===== src/rtl/svo_tmds_decode.sv =====
// svo_tmds_decode: TMDS receive-side channel decoder for one HDMI/DVI channel.
// Finds the 10-bit symbol boundary in an unaligned deserializer stream by hunting
// for control tokens, then decodes each aligned symbol into de/ctrl/pixel data.
//
// Ports:
//   clk     in   pixel clock, rising edge
//   resetn  in   asynchronous active-low reset
//   sin     in   raw 10-bit deserializer word, sin[0] earliest
//   locked  out  symbol alignment established
//   offset  out  current bit offset into the 20-bit window (0..9)
//   de      out  decoded data-enable
//   ctrl    out  decoded control bits, held while de=1
//   dout    out  decoded pixel data, 0 while de=0
`timescale 1ns/1ps
module svo_tmds_decode #(
    parameter int unsigned LOCK_TOKENS = 8,
    parameter int unsigned DWELL       = 2048
) (
    input  logic       clk,
    input  logic       resetn,
    input  logic [9:0] sin,
    output logic       locked,
    output logic [3:0] offset,
    output logic       de,
    output logic [1:0] ctrl,
    output logic [7:0] dout
);

    localparam int unsigned DW = $clog2(DWELL + 1);
    localparam int unsigned RW = $clog2(LOCK_TOKENS + 1);

    localparam logic [DW-1:0] DwellLast = DW'(DWELL - 1);
    localparam logic [RW-1:0] RunMax    = RW'(LOCK_TOKENS);

    localparam logic [0:0] StSearch = 1'b0;
    localparam logic [0:0] StLocked = 1'b1;

    // Returns {is_token, ctrl value}.
    function automatic logic [2:0] tok_decode(logic [9:0] sym);
        case (sym)
            10'b1101010100: return 3'b100;
            10'b0010101011: return 3'b101;
            10'b0101010100: return 3'b110;
            10'b1010101011: return 3'b111;
            default:        return 3'b000;
        endcase
    endfunction

    logic [9:0]    prev_q;
    logic [0:0]    state_q, state_d;
    logic [3:0]    offset_q, offset_d;
    logic [RW-1:0] run_q, run_d;
    logic [DW-1:0] dwell_q, dwell_d;
    logic [9:0]    sym_q;
    logic          sym_vld_q;
    logic          de_q, de_d;
    logic [1:0]    ctrl_q, ctrl_d;
    logic [7:0]    dout_q, dout_d;

    logic [19:0]   win;
    logic [9:0]    aligned;
    logic [2:0]    a_tok;
    logic [2:0]    s_tok;
    logic [3:0]    offset_inc;
    logic [7:0]    d_raw;
    logic [7:0]    data_dec;

    // Older word sits in the low half so that bit 0 of the window is the earliest bit.
    assign win     = {sin, prev_q};
    assign aligned = win[{1'b0, offset_q} +: 10];
    assign a_tok   = tok_decode(aligned);
    assign s_tok   = tok_decode(sym_q);

    assign offset_inc = (offset_q == 4'd9) ? 4'd0 : offset_q + 4'd1;

    // Alignment search / lock supervision.
    always_comb begin
        state_d  = state_q;
        offset_d = offset_q;
        run_d    = run_q;
        dwell_d  = dwell_q;
        if (state_q == StSearch) begin
            if (!a_tok[2]) begin
                run_d = '0;
            end else if (run_q != RunMax) begin
                run_d = run_q + RW'(1);
            end
            // Reaching the token count wins over a slip on the same cycle.
            if (run_d == RunMax) begin
                state_d = StLocked;
                dwell_d = '0;
            end else if (dwell_q == DwellLast) begin
                offset_d = offset_inc;
                dwell_d  = '0;
                run_d    = '0;
            end else begin
                dwell_d = dwell_q + DW'(1);
            end
        end else begin
            if (a_tok[2]) begin
                dwell_d = '0;
            end else if (dwell_q == DwellLast) begin
                state_d  = StSearch;
                offset_d = offset_inc;
                run_d    = '0;
                dwell_d  = '0;
            end else begin
                dwell_d = dwell_q + DW'(1);
            end
        end
    end

    // TMDS data decode: undo the optional inversion, then the XOR/XNOR chain.
    always_comb begin
        d_raw       = sym_q[9] ? ~sym_q[7:0] : sym_q[7:0];
        data_dec    = '0;
        data_dec[0] = d_raw[0];
        for (int i = 1; i < 8; i++) begin
            data_dec[i] = sym_q[8] ? (d_raw[i] ^ d_raw[i-1]) : ~(d_raw[i] ^ d_raw[i-1]);
        end
    end

    // Only symbols captured while locked are decoded; anything else gives idle outputs.
    always_comb begin
        de_d   = 1'b0;
        ctrl_d = 2'b00;
        dout_d = '0;
        if (state_q == StLocked && sym_vld_q) begin
            if (s_tok[2]) begin
                ctrl_d = s_tok[1:0];
            end else begin
                de_d   = 1'b1;
                ctrl_d = ctrl_q;
                dout_d = data_dec;
            end
        end
    end

    always_ff @(posedge clk or negedge resetn) begin
        if (!resetn) begin
            prev_q    <= '0;
            state_q   <= StSearch;
            offset_q  <= '0;
            run_q     <= '0;
            dwell_q   <= '0;
            sym_q     <= '0;
            sym_vld_q <= 1'b0;
            de_q      <= 1'b0;
            ctrl_q    <= 2'b00;
            dout_q    <= '0;
        end else begin
            prev_q    <= sin;
            state_q   <= state_d;
            offset_q  <= offset_d;
            run_q     <= run_d;
            dwell_q   <= dwell_d;
            sym_q     <= aligned;
            sym_vld_q <= (state_q == StLocked);
            de_q      <= de_d;
            ctrl_q    <= ctrl_d;
            dout_q    <= dout_d;
        end
    end

    assign locked = (state_q == StLocked);
    assign offset = offset_q;
    assign de     = de_q;
    assign ctrl   = ctrl_q;
    assign dout   = dout_q;

endmodule

===== config.mk =====
export PLATFORM = sky130hd
export DESIGN_NAME = svo_tmds_decode
export DESIGN_NICKNAME = d
export VERILOG_FILES = /design/src/rtl/svo_tmds_decode.sv
export SDC_FILE = /design/constraint.sdc
export NUM_CORES = 1
export LEC_CHECK = 0
export ABC_AREA = 1
export CORE_AREA = 2 2 76 78
export DETAILED_ROUTE_END_ITERATION = 10
export DIE_AREA = 0 0 78 80
export MAX_ROUTING_LAYER = met4
export PLACE_DENSITY = 0.81
export SLEW_MARGIN = 20
export SYNTH_ARGS = -nofsm -noshare
export SYNTH_HDL_FRONTEND = slang
export SYNTH_SLANG_ARGS = --single-unit

===== constraint.sdc =====
create_clock -name clk -period 3.2 [get_ports clk]
set_input_delay 0.64 -clock clk [delete_from_list [all_inputs] [get_ports clk]]
set_output_delay 0.64 -clock clk [all_outputs]
set_load 0.1 [all_outputs]

==> flow_metrics.tcl, run 1 <==
set metrics [dict create \
    grt_pass1_vias 2719 \
    powerDensity_nw_per_um2 330.8 \
    core_area_um2 5405 \
    vias 2858 \
    grt-ovfl-total 0 \
    synthArstFlopShare_pct 100.0 \
    synth_area_um2 3164 \
    cp_cell_sequence "inv_1 -> nand3_1 -> nand2_1 -> nand2_1 -> nand2_1 -> nand2_1 -> nor2_1 -> nand3_1 -> nand2_2 -> o21ai_2 -> nand2_1 -> nand2_1 -> nand2_1" \
    final_nets 479 \
    grt_first_pass_wirelength_mm 11.76 \
    ctsLongestPathBuffers 2 \
    critPathRequiredTime_ps 3400 \
    area_growth_syn_to_layout_pct 11.03 \
    crit_path_max_fanout 16 \
    worstMarginPinSlew_ps 654.1 \
    ys_warn_count 0 \
    yosys.area.top_type "dfrtp_1" \
    endpoint_kind "flip-flop" \
    seq_area_frac_synth_pct 41.91 \
    drcViolationCount 0 \
    dieWidth_um 78 \
    synth_area_per_cell_um2 7.325 \
    leakagePower_nw 1.879 \
    rows 27 \
    synth.top_cells.by_area "dfrtp_1 42%, nand2_1 16%, nand3_1 15%" \
    drive_gt1_share_pct 9.190 \
    io_pins 28 \
    slowest_delay_ps 740 \
    synth_edf_count 0 \
    final_common_cell "nand2_1" \
    cts_max_level 2 \
    stdcell_count 529 \
    crit_path_top_delay_cell "dfrtp_1" \
    wl_per_cell_um 12.70 \
    worst_clock_skew_ps 4.043 \
    clkLatencyLatePin_ps 300 \
    path_clk_slew_ps 90 \
    status "completed" \
    wl_mm 6.718 \
    firstDrtPassIters 6 \
    ctsResizeCount 0 \
    post-route-util_pct 65.00 \
    finalCritPeriodShare_pct 80.77 \
    tritoncts "done" \
    hold_class "primary input to asynchronous set/reset pin" \
    finalMaxSlewViolations 0 \
    grt_setup_unrepaired "false" \
    detail-route-antenna-nets 0 \
    syn_nets 455 \
    root_buffer "clkbuf_8" \
    initial_core_util_pct 58.54 \
    max_cap_viol_count 0 \
    path_common_cell "nand2_1" \
    maxSlewHeadroom_pct 56.40 \
    ctsHoldBuffers 0 \
    gp_congestion 1.007 \
    yosys_register_bits 53 \
    antenna_found_initial 0 \
    placedCellCount 521 \
    worstSetupPathType "flip-flop to flip-flop" \
    place_hpwl_mm 4.942 \
    layout_common_cells "132 x nand2_1, 94 x nand3_1, 53 x dfrtp_1" \
    p_total_w 0.001162 \
    n_antenna_cell 0 \
    cts_sinks 53 \
    ys_types 30 \
    die_h_um 80 \
    worstPathArrival_ps 2780 \
    fmax_mhz 386.9 \
    die-area_um2 6240 \
    setup_tns_ps 0 \
    hold_viol_final 0 \
    syn_inst 432 \
    setup_viol 0 \
    netlist.area_leader.share_pct 41.91 \
    vdd_drop_max_v 0.0001833 \
    cp-start-kind "flip-flop" \
    period_needed_ps 2585 \
    track_usage_pct 24.63 \
    cts-buffers-inserted 5 \
    port_buffers 27 \
    grt_start_max_net_pins 33 \
    drtIter0Drc 212 \
    via_per_inst 5.403 \
    synth_flop_cell "dfrtp_1" \
    cts_setup_buffers 0 \
]
[synthesized netlist by cell type (2+ instances only)]
master / instances
nand3b_1: 2
nand3_2: 2
nor3_1: 2
ha_1: 11
o21ai_0: 4
nor4_1: 2
inv_2: 2
a21o_1: 2
a21oi_1: 7
buf_6: 2
nor2_1: 29
nand4_1: 3
nand2_1: 132
xor2_1: 8
inv_1: 45
buf_4: 4
buf_2: 4
clkbuf_1: 6
dfrtp_1: 53
or2_2: 4
nor2_2: 2
nand3_1: 94
xnor2_1: 5
[report_power, final]
part	internal [W]	switching, W	leakage (nW)
sequential	0.000682	0.0000120	0.680
combinational	0.0000407	0.0000572	1.16
clock	0.000155	0.000215	0.0385
[cell type report]
type,count,area (um^2)
timing repair buffer,33,270.3
multi-input combinational,316,1567
fill,483,1892
clock inverter,1,7.507
clock buffer,7,76.32
inverter,47,176.4
sequential,53,1326
tap,72,90.09
[metal layers]
metal	global-route usage [%]	wire length [um]	vias up
li1	-	-	1430
met1	30.55	3022	1320
met2	41.12	3190	96
met3	3.733	391	12
met4	9.298	114	0
met5	-	0	-
[final timing paths]
kind                                 start         end  slack (ps)  cells past startpoint
worst min register to register  dwell_q[0]  dwell_q[0]         460                      1
worst max-delay path             offset[2]   offset[3]         620                     13
max in group asynchronous           resetn   offset[1]        2210                      2
min in group clk                dwell_q[0]  dwell_q[0]         460                      1
worst max register to register   offset[2]   offset[3]         620                     13
worst min-delay path                resetn     dout[6]         350                      1
[stage by stage]
| step | hold WS [ps] | cell area [um^2] | worst slack (ps) |
|---|---|---|---|
| after global placement | 448.7 | 3430 | 503.2 |
| after detailed placement | 456.9 | 3430 | 464.4 |
| after floorplan | 344.4 | 3164 | 632.6 |
| after CTS | 380.1 | 3513 | 652.6 |
| after global routing | 408.7 | 3513 | 381.2 |
| final | 351.2 | 3513 | 615.5 |
[critical path: cells and delay by family, from the launching register on]
| family | cells | cell delay (ps) |
|---|---|---|
| AO/OA/AOI/OAI | 1 | 230 |
| buffers and inverters | 1 | 360 |
| flip-flops | 1 | 740 |
| AND/OR/NAND/NOR | 11 | 1130 |
[logic make-up after synthesis]
kind of cell	share of synthesized area (%)
AO/OA/AOI/OAI	3.598
adder cells (fa/ha/maj)	4.349
XOR/XNOR	3.598
flip-flops	41.91
AND/OR/NAND/NOR	37.96
buffers and inverters	8.580
[sequential cells by signal (all words and copies together), names as in the netlist]
signal     count
dwell_q       12
prev_q        10
sym_q         10
dout           8
offset         4
run_q          4
ctrl           2
de             1
locked         1
sym_vld_q      1
Note: power is estimated with default switching activity, not from simulation.
==> run 2, diff against run 1 <==
- CORE_AREA: 2 2 76 78 -> 2 2 77 79
- DIE_AREA: 0 0 78 80 -> 0 0 79 81
- PLACE_DENSITY: 0.81 -> 0.79
- clock period: 3.2 -> 2.5 ns (I/O delays scaled with it)
==> run 2 against run 1 <==
Global-route usage fell by 1.8 points. Utilization fell by 1.8 points. Hold slack lost 170 ps. Count of clock-buffer cells in the layout decreased by 1. Register-to-register slack got worse by 300 ps. Critical endpoint is now offset[1]. Critical path depth up 2. Worst setup slack worse by 310 ps. Sequential cell count stayed put. Power grew 28%. Sequential power grew 28%. First-iteration DRC count is 30% lower.
==> flow_metrics.tcl, run 2 (synthesis results as in run 1) <==
set metrics [dict create \
    status "completed" \
    grt_start_max_net_pins 30 \
    antenna_found_initial 0 \
    worstSetupPathType "primary input to flip-flop" \
    cts-buffers-inserted 5 \
    die_h_um 81 \
    seq_area_um2 1331 \
    drive_gt1_share_pct 11.09 \
    endpoint_kind "flip-flop" \
    period_needed_ps 2191 \
    post-route-util_pct 63.25 \
    gp_congestion 0.9435 \
    hold_viol_final 0 \
    core_area_um2 5675 \
    multi_input_area_um2 1577 \
    area_growth_syn_to_layout_pct 13.44 \
    dieWidth_um 79 \
    finalWorstSetupSlack_ps 309.4 \
    layout_common_cells "132 x nand2_1, 94 x nand3_1, 49 x dfrtp_1" \
    via_per_inst 5.237 \
    max_cap_viol_count 0 \
    largest_register_ffs 12 \
    powerDensity_nw_per_um2 414.6 \
    largest-register "dwell_q" \
    finalMaxSlewViolations 0 \
    top_regs "dwell_q x12, prev_q x10, sym_q x10" \
    critPathRequiredTime_ps 2750 \
    hold_class "primary input to asynchronous set/reset pin" \
    place_hpwl_mm 4.979 \
    cp-start-kind "primary input" \
    path_clk_slew_ps 100 \
    grt_pass1_vias 2631 \
    detail-route-antenna-nets 0 \
    vias 2802 \
    tritoncts "done" \
    clkLatencyLatePin_ps 310 \
    stdcell_count 535 \
    track_usage_pct 22.82 \
    cts_max_level 2 \
    ctsHoldBuffers 0 \
    cts_setup_buffers 0 \
    drcViolationCount 0 \
    wl_per_cell_um 12.36 \
    ctsLongestPathBuffers 2 \
    worstPathArrival_ps 2440 \
    setup_tns_ps 0 \
    worstMarginPinSlew_ps 584.3 \
    drtIter0Drc 149 \
    die-area_um2 6399 \
    maxSlewHeadroom_pct 61.04 \
    io_pins 28 \
    worst_clock_skew_ps 10.73 \
    grt-ovfl-total 0 \
    root_buffer "clkbuf_8" \
    finalCritPeriodShare_pct 87.62 \
    port_buffers 27 \
    cts_sinks 53 \
    initial_core_util_pct 55.75 \
    nFillCells 526 \
    placedCellCount 527 \
    fmax_mhz 456.5 \
    firstDrtPassIters 4 \
    wl_mm 6.611 \
    final_nets 482 \
    final_common_cell "nand2_1" \
    leakagePower_nw 1.898 \
    grt_first_pass_wirelength_mm 11.26 \
    ctsResizeCount 0 \
    grt_setup_unrepaired "false" \
    vdd_drop_max_v 0.0002788 \
    n_antenna_cell 0 \
    rows 28 \
    setup_viol 0 \
    crit_path_max_fanout 15 \
    post-place-ws_ps -79.20 \
]
-- run 2: cell types whose count changed in the layout (fill, tap and decap cells not counted), sizes merged --
| cell | before | now |
|---|---|---|
| clkbuf | 7 | 6 |
| clkinvlp | 1 | 2 |
| buf | 23 | 26 |
-- run 2: area by class of cell --
| cell class | instances | share of cell area [%] |
|---|---|---|
| Timing Repair Buffer | 36 | 8.958 |
| Clock inverter | 2 | 0.4183 |
| Clock buffer | 6 | 2.022 |
| Inverter | 47 | 4.984 |
| Sequential cell | 53 | 37.09 |
| Tap cell | 75 | 2.614 |
| Multi-Input combinational cell | 316 | 43.92 |
-- run 2: final timing paths --
| path | endpoint | start | slack [ps] | cells past startpoint |
|---|---|---|---|---|
| worst max-delay path | offset[1] | sin[1] | 310 | 15 |
| min in group clk | dwell_q[0] | dwell_q[0] | 460 | 1 |
| worst min register to register | dwell_q[0] | dwell_q[0] | 460 | 1 |
| max in group asynchronous | offset[2] | resetn | 1750 | 2 |
| worst max register to register | offset[1] | offset[2] | 320 | 13 |
| worst min-delay path | dout[3] | resetn | 180 | 1 |
-- run 2: worst max-delay path, stage by stage --
cell and delay (ps):
clkdlybuf4s50_1 500, nand2_1 80, nand3_1 130, nand3_1 110
nand2_1 140, nand2_1 60, nand2_1 90, nand2_1 50
nor2_1 110, nand3_2 110, nand2_2 120, o21ai_4 140
nand2_1 160, nand2_1 60, nand2_1 70
-- run 2: through the flow --
stage	hold WS, ps	cell area (um^2)	power [W]
global route	236.3	3590	0.001551
global placement	443.4	3485	0.001031
CTS	207.2	3572	0.001503
detailed placement	440.3	3485	0.001034
floorplan	204.4	3168	0.0009735
finish	178.6	3590	0.001488
-- run 2: report_power, final --
group	switching [W]	total [W]	internal, W
sequential	0.0000148	0.000888	0.000873
clock	0.000275	0.000473	0.000198
combinational	0.0000734	0.000128	0.0000545
total	0.000363	0.00149	0.00113
-- run 2: metal layers --
metal / vias to the layer above / part of all wire, % / global-route usage (%)
met4: 0 / 2.0 / 7.759
li1: 1433 / - / -
met5: - / 0 / -
met3: 11 / 3.6 / 3.333
met1: 1293 / 45 / 27.92
met2: 65 / 49 / 39.07
